### src/rtl/vram_stream_loader_m_pkg.sv
// gpu_loader_pkg: shared types and constants for the VRAM stream loader.
//   - state_e       : packet parser states (S_CSUM only with VRAM_LOADER_CHECKSUM_EN)
//   - DEF_SYNC_BYTE : default packet start marker
//   - HDR_BYTES     : header bytes following the sync byte
//   - VRAM_SIZE_C / VRAM_AW : VRAM geometry from the shared VRAM_SIZE /
//     VRAM_ADDR_WIDTH macros; fallbacks apply only when the shared header
//     has not defined them.
// Optional feature macro: VRAM_LOADER_CHECKSUM_EN.
`ifndef VRAM_SIZE
`define VRAM_SIZE 32'h900
`endif
`ifndef VRAM_ADDR_WIDTH
`define VRAM_ADDR_WIDTH 12
`endif

package gpu_loader_pkg;

  localparam logic [7:0]  DEF_SYNC_BYTE = 8'hA5;
  localparam int unsigned HDR_BYTES     = 4;
  localparam int unsigned VRAM_SIZE_C   = `VRAM_SIZE;
  localparam int unsigned VRAM_AW       = `VRAM_ADDR_WIDTH;

  typedef enum logic [2:0] {
    S_IDLE,
    S_ADDR_HI,
    S_ADDR_LO,
    S_LEN_HI,
    S_LEN_LO,
`ifdef VRAM_LOADER_CHECKSUM_EN
    S_DATA,
    S_CSUM
`else
    S_DATA
`endif
  } state_e;

  function automatic logic [7:0] csum_add(input logic [7:0] a, input logic [7:0] b);
    return a + b;
  endfunction

endpackage

### src/rtl/vram_stream_loader_m_if.sv
// vram_stream_loader_if: host byte stream plus VRAM write port.
//   host side : in_data, in_valid -> loader; in_ready <- loader
//   GPU side  : write_allow -> loader; data, address, write_enable <- loader
// master = host/GPU environment, slave = loader.
interface vram_stream_loader_if;
  import gpu_loader_pkg::*;

  logic [7:0]         in_data;
  logic               in_valid;
  logic               in_ready;
  logic               write_allow;
  logic [7:0]         data;
  logic [VRAM_AW-1:0] address;
  logic               write_enable;

  modport master (
    output in_data, in_valid, write_allow,
    input  in_ready, data, address, write_enable
  );

  modport slave (
    input  in_data, in_valid, write_allow,
    output in_ready, data, address, write_enable
  );
endinterface

### src/rtl/vram_stream_loader_m_csum.sv
// vram_loader_csum_m: 8-bit running checksum over a packet.
//   clk, rst_n : clock, async active-low reset
//   clear_i    : zero the running sum (packet start)
//   acc_i      : add byte_i to the running sum
//   byte_i     : current accepted byte
//   ok_o       : running sum plus byte_i is zero mod 256
// Built only with VRAM_LOADER_CHECKSUM_EN.
`ifdef VRAM_LOADER_CHECKSUM_EN
module vram_loader_csum_m
  import gpu_loader_pkg::*;
(
  input  logic       clk,
  input  logic       rst_n,
  input  logic       clear_i,
  input  logic       acc_i,
  input  logic [7:0] byte_i,
  output logic       ok_o
);

  logic [7:0] sum_q, sum_d;

  always_comb begin
    sum_d = sum_q;
    if (clear_i)    sum_d = '0;
    else if (acc_i) sum_d = csum_add(sum_q, byte_i);
  end

  always_ff @(posedge clk or negedge rst_n) begin
    if (!rst_n) sum_q <= '0;
    else        sum_q <= sum_d;
  end

  assign ok_o = (csum_add(sum_q, byte_i) == 8'h00);

endmodule
`endif

### src/rtl/vram_stream_loader_m.sv
// vram_stream_loader_m: parses framed host packets
//   SYNC, ADDR_HI, ADDR_LO, LEN_HI, LEN_LO, LEN data bytes [, CSUM]
// and writes each data byte to VRAM one cycle after acceptance.
//   clk, rst_n  : clock, async active-low reset
//   bus (slave) : host stream (in_data/in_valid/in_ready), write_allow,
//                 VRAM write port (data/address/write_enable)
//   busy        : parser not idle
//   packet_done : one-cycle pulse after the final packet byte
//   error       : sticky out-of-range / checksum error, cleared by SYNC
// Optional feature macro: VRAM_LOADER_CHECKSUM_EN (adds trailing CSUM byte).
module vram_stream_loader_m
  import gpu_loader_pkg::*;
#(
  parameter logic [7:0] SYNC_BYTE = DEF_SYNC_BYTE
) (
  input  logic                 clk,
  input  logic                 rst_n,
  vram_stream_loader_if.slave  bus,
  output logic                 busy,
  output logic                 packet_done,
  output logic                 error
);

  state_e             state_q, state_d;
  logic [15:0]        addr_q, addr_d;
  logic [15:0]        len_q, len_d;
  logic [7:0]         data_q, data_d;
  logic [VRAM_AW-1:0] waddr_q, waddr_d;
  logic               we_q, we_d;
  logic               done_q, done_d;
  logic               err_q, err_d;
  logic               xfer;
  logic [15:0]        len_full;
  logic               cs_ok;

  // Only DATA is throttled by the GPU; held low while reset is asserted.
  assign bus.in_ready = rst_n && ((state_q != S_DATA) || bus.write_allow);
  assign xfer         = bus.in_valid && bus.in_ready;
  assign len_full     = {len_q[15:8], bus.in_data};

`ifdef VRAM_LOADER_CHECKSUM_EN
  logic cs_clear, cs_acc;

  assign cs_clear = xfer && (state_q == S_IDLE) && (bus.in_data == SYNC_BYTE);
  assign cs_acc   = xfer && (state_q != S_IDLE) && (state_q != S_CSUM);

  vram_loader_csum_m u_csum (
    .clk     (clk),
    .rst_n   (rst_n),
    .clear_i (cs_clear),
    .acc_i   (cs_acc),
    .byte_i  (bus.in_data),
    .ok_o    (cs_ok)
  );
`else
  assign cs_ok = 1'b1;
`endif

  always_comb begin
    state_d = state_q;
    addr_d  = addr_q;
    len_d   = len_q;
    data_d  = data_q;
    waddr_d = waddr_q;
    we_d    = 1'b0;
    done_d  = 1'b0;
    err_d   = err_q;
    if (xfer) begin
      unique case (state_q)
        S_IDLE: begin
          if (bus.in_data == SYNC_BYTE) begin
            state_d = S_ADDR_HI;
            err_d   = 1'b0;
          end
        end
        S_ADDR_HI: begin
          addr_d[15:8] = bus.in_data;
          state_d      = S_ADDR_LO;
        end
        S_ADDR_LO: begin
          addr_d[7:0] = bus.in_data;
          state_d     = S_LEN_HI;
        end
        S_LEN_HI: begin
          len_d[15:8] = bus.in_data;
          state_d     = S_LEN_LO;
        end
        S_LEN_LO: begin
          len_d = len_full;
          if (len_full == 16'd0) begin
`ifdef VRAM_LOADER_CHECKSUM_EN
            state_d = S_CSUM;
`else
            state_d = S_IDLE;
            done_d  = 1'b1;
`endif
          end else begin
            state_d = S_DATA;
          end
        end
        S_DATA: begin
          // Out-of-range bytes are consumed but never reach VRAM.
          if (32'(addr_q) < VRAM_SIZE_C) begin
            we_d    = 1'b1;
            data_d  = bus.in_data;
            waddr_d = addr_q[VRAM_AW-1:0];
          end else begin
            err_d = 1'b1;
          end
          addr_d = addr_q + 16'd1;
          len_d  = len_q - 16'd1;
          if (len_q == 16'd1) begin
`ifdef VRAM_LOADER_CHECKSUM_EN
            state_d = S_CSUM;
`else
            state_d = S_IDLE;
            done_d  = 1'b1;
`endif
          end
        end
`ifdef VRAM_LOADER_CHECKSUM_EN
        S_CSUM: begin
          state_d = S_IDLE;
          done_d  = 1'b1;
          if (!cs_ok) err_d = 1'b1;
        end
`endif
        default: state_d = S_IDLE;
      endcase
    end
  end

  always_ff @(posedge clk or negedge rst_n) begin
    if (!rst_n) begin
      state_q <= S_IDLE;
      addr_q  <= '0;
      len_q   <= '0;
      data_q  <= '0;
      waddr_q <= '0;
      we_q    <= 1'b0;
      done_q  <= 1'b0;
      err_q   <= 1'b0;
    end else begin
      state_q <= state_d;
      addr_q  <= addr_d;
      len_q   <= len_d;
      data_q  <= data_d;
      waddr_q <= waddr_d;
      we_q    <= we_d;
      done_q  <= done_d;
      err_q   <= err_d;
    end
  end

  assign bus.data         = data_q;
  assign bus.address      = waddr_q;
  assign bus.write_enable = we_q;
  assign busy             = (state_q != S_IDLE);
  assign packet_done      = done_q;
  assign error            = err_q;

endmodule
### src/flat_wrapper.sv
// flat-port wrapper written by rule: the top's interface ports become plain ports
module vram_stream_loader_m_flat import gpu_loader_pkg::*;
#(
  parameter logic [7:0] SYNC_BYTE = DEF_SYNC_BYTE
)
  (clk, rst_n, busy, packet_done, error, bus_in_data, bus_in_valid, bus_write_allow, bus_in_ready, bus_data, bus_address, bus_write_enable);
  vram_stream_loader_if bus_i ();
  input  logic clk;
  input  logic rst_n;
  output logic busy;
  output logic packet_done;
  output logic error;
  input wire logic [$bits(bus_i.in_data)-1:0] bus_in_data;
  input wire logic [$bits(bus_i.in_valid)-1:0] bus_in_valid;
  input wire logic [$bits(bus_i.write_allow)-1:0] bus_write_allow;
  output wire logic [$bits(bus_i.in_ready)-1:0] bus_in_ready;
  output wire logic [$bits(bus_i.data)-1:0] bus_data;
  output wire logic [$bits(bus_i.address)-1:0] bus_address;
  output wire logic [$bits(bus_i.write_enable)-1:0] bus_write_enable;
  assign bus_i.in_data = bus_in_data;
  assign bus_i.in_valid = bus_in_valid;
  assign bus_i.write_allow = bus_write_allow;
  assign bus_in_ready = bus_i.in_ready;
  assign bus_data = bus_i.data;
  assign bus_address = bus_i.address;
  assign bus_write_enable = bus_i.write_enable;
  vram_stream_loader_m #(.SYNC_BYTE(SYNC_BYTE)) u_core (.clk(clk), .rst_n(rst_n), .bus(bus_i), .busy(busy), .packet_done(packet_done), .error(error));
endmodule
### config.mk
export PLATFORM = sky130hd
export DESIGN_NAME = vram_stream_loader_m_flat
export DESIGN_NICKNAME = d
export VERILOG_FILES = /design/src/rtl/vram_stream_loader_m_pkg.sv /design/src/rtl/vram_stream_loader_m_if.sv /design/src/rtl/vram_stream_loader_m_csum.sv /design/src/rtl/vram_stream_loader_m.sv /design/src/flat_wrapper.sv
export SDC_FILE = /design/constraint.sdc
export NUM_CORES = 1
export LEC_CHECK = 0
export CAP_MARGIN = 25
export CORE_ASPECT_RATIO = 1.75
export CORE_UTILIZATION = 57
export DETAILED_ROUTE_END_ITERATION = 8
export DONT_BUFFER_PORTS = 1
export GPL_TIMING_DRIVEN = 0
export PLACE_DENSITY = 0.75
export SLEW_MARGIN = 20
export SYNTH_ARGS = -nofsm -noshare
export SYNTH_HDL_FRONTEND = slang
export SYNTH_HIERARCHICAL = 1
export SYNTH_SLANG_ARGS = --single-unit
### constraint.sdc
create_clock -name clk -period 1.95 [get_ports clk]
set_clock_uncertainty 0.1 [all_clocks]
set_input_delay 0.39 -clock clk [delete_from_list [all_inputs] [get_ports clk]]
set_output_delay 0.39 -clock clk [all_outputs]
set_load 0.02 [all_outputs]
# After elaboration in Yosys (flattened, before gate mapping)
# Index checks and enable logic that the tools add are counted.
# word_totals
register_bits	58
output_inout_bits	25
wordCells	60
# classes
reduce_logical	18
add_sub_neg	2
n_eq_ne	11
mux	18
order_cmp	1
# op_table
cell	n
$pmux 8 s2	4
$pmux 3 s6	1
$add 16x1->16 const B	1
$eq 16x1->1 const B	1
$logic_not 16->1	1
$lt 16x12->1 const B	1
$sub 16x1->16 const B	1
$reduce_bool 2->1	5
$mux 3	3
$eq 8x8->1 const B	1
$mux 1	8
$reduce_and 2->1	4
$eq 3x2->1 const B	2
$eq 3x3->1 const B	2
$reduce_and 3->1	2
$ne 2x1->1 const B	2
$pmux 1 s2	2
$reduce_and 4->1	1
$eq 3x1->1 const B	1
$logic_not 3->1	1
$ne 3x3->1 const B	1
$reduce_bool 3->1	1
$logic_and 1x1->1	2
$ne 2x2->1 const B	1
$logic_or 1x1->1	1

# Depth between registers and ports, before layout
# depth
ltp_word	5
ltp_mapped	8
depth_no_buf	7

# Worst setup path before layout
# No wires, ideal clock.
# synth_path
path_kind	register to register
startpoint	register u_core.len_q[0]
endpoint	register u_core.len_q[12]
t_arrival_ns	1.769
path_buffers	0
setup_slack_ns	-0.041
t_required_ns	1.729
path_stages_with_launch	8
cell_sequence	dfrtp_1 inv_1 ha_1 or3b_2 nor2_1 nand4_1 o22a_1 o22a_1
# synth_between
elab_chain_cells	2
# synth_lines
element	line_no	text
start: declaration	vram_stream_loader_m.sv:26	logic [15:0] len_q, len_d;
start signal: assignment	vram_stream_loader_m.sv:146	len_q <= len_d;
$sub 16x1->16	vram_stream_loader_m.sv:111	len_d = len_q - 16'd1;
$pmux 8 s2	vram_stream_loader_m.sv:69	unique case (state_q)
# No other way between the ends.
# A chain may end at the register's enable or synchronous reset.

# Final worst setup path
# layout_path
startpoint	register u_core.len_q[0]
endpoint	register u_core.len_q[9]
# The elaborated chain is that of the path after synthesis.

==> impl_metrics.ini <==
[power_and_ir_drop]
power_density_nw_per_um2 = 1260
peakVddDrop_uv = 697
leakagePower_nw = 1.51

[route]
routedWlPerCell_um = 20.2
wirelength_mm = 8.68
post-route-drc-count = 0
first_pass_iters = 7
ant_nets = 0
drt_iter0_drc = 240
vias = 2884
vias_per_cell = 6.72

[yosys]
synth_nets = 339
synth_edf_count = 0
postSynthAreaPerCell_um2 = 9.88
yosysWarnings = 6
async_flop_share = 1.00
ys_seq_area_frac = 0.453
synth_cell_types = 48
synth-seq-cells = 58
ys.flop_type = dfrtp_1
netlist_area_um2 = 3200
postSynthCellCount = 324

[setup_path]
slowest_delay_ns = 0.43
worstPathCellList = buf_4, or4_4, or2_4, nor4_4, a31oi_1, o22a_1
cpMaxStageDelayCell = or4_4
critPathLaunch = u_core/len_q[0]$_DFFE_PN0P_
reg2reg_from = u_core/len_q[0]$_DFFE_PN0P_
required_ns = 2.08
cp-start-kind = flop
arrival_ns = 2.07
crit_type = flop to flop
crit_fanout = 4
endpoint_kind = flop

[cts]
cts_max_path_buffers = 2
clkSinkCount = 58
clk_pin_slew_ns = 0.07
cts_root_buffer = clkbuf_8
tritoncts = done
htree_levels = 3
clock_latency_ns = 0.34
cts-buffers-inserted = 9

[job]
cap_violations = 0

[final_layout]
finalNetCount = 365
area_delta_synth_final_pct = 18.5
final_common_cell = dfrtp_1
multi_input_area_um2 = 1720
finish.utilization = 0.710
final_cells = 429
n_antenna_cell = 0
drive_gt1_frac = 0.310
ff_latch_area_um2 = 1460
nFillCells = 398
layout_common_cells = dfrtp_1 (54), nor2_1 (31), a21oi_1 (30)

[hold_path]
min-delay-start = bus_in_data[2]
hp-class = primary input to flop

[status]
status = completed

[global_routing]
groute.usage.overall = 0.306
grt-ovfl-total = 0
grt_pass1_vias = 2765
grt_pass1_wl_mm = 13.2
grt_start_max_net_pins = 59
antenna_found_initial = 0

[placed_design]
place_congestion = 0.909
port_buffers = 0
post-place-ws_ns = -0.212
dp.final_hpwl_mm = 5.61
placedCellCount = 398

[sta]
grt_setup_unrepaired = yes
worst_pin_slew_ns = 0.531
finalMaxSlewViolations = 0
setup_ws_ns = 0.0101
setup-violations-final = 0
hold_violations = 0
post-route-period-util = 0.995
min_period_ns = 1.94
fmax_mhz = 515
slew-limit-headroom = 0.643

[floorplan]
die_area_um2 = 5930
fp.coreArea_um2 = 5340
pin_count = 37
row_count = 35
die_width_um = 58.6
fp.dieH_um = 101
start_util = 0.599
## cell families after synthesis
group,Yosys count,share of synthesized area
adder cells (fa/ha/maj),3,0.0117
AND/OR/NAND/NOR,109,0.185
AO/OA/AOI/OAI,105,0.222
multiplexers,23,0.0801
flip-flops,58,0.453
buffers and inverters,26,0.0477
## worst max-delay path, delay by kind of cell, from the launching register on
kind / cells / cell delay [ns]
buffers and inverters: 1 / 0.14
AOI/OAI and AO/OA: 2 / 0.33
and+or+nand+nor: 3 / 0.87
DFF: 1 / 0.39
## sequential cells by signal, summed over array words and instances (netlist names)
signal and flops:
u_core/bus.write_enable 1, u_core/state_q 3, u_core/len_q 16, u_core/bus.address 12, u_core/bus.data 8, u_core/addr_q 16
u_core/error 1, u_core/packet_done 1
## routing by layer
metal	share of wire	global-route usage
met1	0.36	0.354
met2	0.51	0.496
met3	0.078	0.0513
met4	0.051	0.233
met5	0	0
## power by group
| part | internal (W) | switching, W | total, W |
|---|---|---|---|
| combinational | 0.000670 | 0.000607 | 0.00128 |
| sequential | 0.00165 | 0.000723 | 0.00237 |
| clock | 0.000657 | 0.000479 | 0.00114 |
| total | 0.00298 | 0.00181 | 0.00479 |
## cell usage after synthesis, drive strengths merged, types with 2 or more instances
library cell / n / area share
dfrtp: 58 / 0.45
nor2: 37 / 0.043
a21oi: 30 / 0.047
mux2: 21 / 0.074
nand2: 20 / 0.023
o22a: 20 / 0.055
o21ai: 14 / 0.022
a31oi: 13 / 0.025
clkbuf: 10 / 0.024
inv: 9 / 0.011
nand3: 9 / 0.014
nor3: 9 / 0.016
nor4: 9 / 0.027
buf: 7 / 0.013
nand4: 5 / 0.0098
o21a: 4 / 0.0094
a2bb2oi: 3 / 0.0082
a31o: 3 / 0.0082
a41oi: 3 / 0.0082
ha: 3 / 0.012
nand2b: 3 / 0.0059
o22ai: 3 / 0.0059
or2: 3 / 0.0066
or4: 3 / 0.011
and2: 2 / 0.0039
and3: 2 / 0.0039
and4: 2 / 0.0055
mux2i: 2 / 0.0063
o21ba: 2 / 0.0063
o311ai: 2 / 0.0055
o31ai: 2 / 0.0047
or3: 2 / 0.0039
## layout make-up
| class | count | share of cell area |
|---|---|---|
| multi-input cells | 240 | 0.452 |
| flip-flops and latches | 58 | 0.384 |
| clock buffers | 12 | 0.0409 |
| plain buffers | 16 | 0.0389 |
| repair buffers | 16 | 0.0376 |
| well taps | 74 | 0.0244 |
| clock inverters | 4 | 0.0132 |
| inverters | 9 | 0.00891 |
## what timing repair did
item,CTS,global route
setup buffers,5,9
pin swaps,0,4
resized for setup,17,35
setup endpoints to repair,47,50
hold buffers,2,0
hold endpoints to repair,58,0
## worst paths after layout
path                                                     end  slack, ns  cells past startpoint
min in group asynchronous       u_core/len_q[15]$_DFFE_PN0P_       0.46                      2
max in group asynchronous       u_core/addr_q[0]$_DFFE_PN0P_       0.99                      2
setup reg to reg                 u_core/len_q[9]$_DFFE_PN0P_       0.01                      6
hold / removal                u_core/bus.data[2]$_DFFE_PN0P_       0.09                      1
hold reg to reg            u_core/bus.address[6]$_DFFE_PN0P_       0.46                      1
setup / recovery                 u_core/len_q[9]$_DFFE_PN0P_       0.01                      6
## stage by stage
| stage | total power (W) | area (um2) | hold slack (ns) | setup TNS (ns) |
|---|---|---|---|---|
| 2_1_floorplan | 0.00310 | 3200 | -0.00559 | 0 |
| 3_3_place_gp | 0.00332 | 3300 | -0.00433 | -4.15 |
| 3_5_place_dp | 0.00337 | 3300 | -0.00426 | -4.76 |
| 4_1_cts | 0.00466 | 3630 | 0.0916 | -0.818 |
| 5_1_grt | 0.00502 | 3790 | 0.0814 | -0.136 |
| 6_report | 0.00479 | 3790 | 0.0921 | 0 |
(Power assumes the default switching activity.)
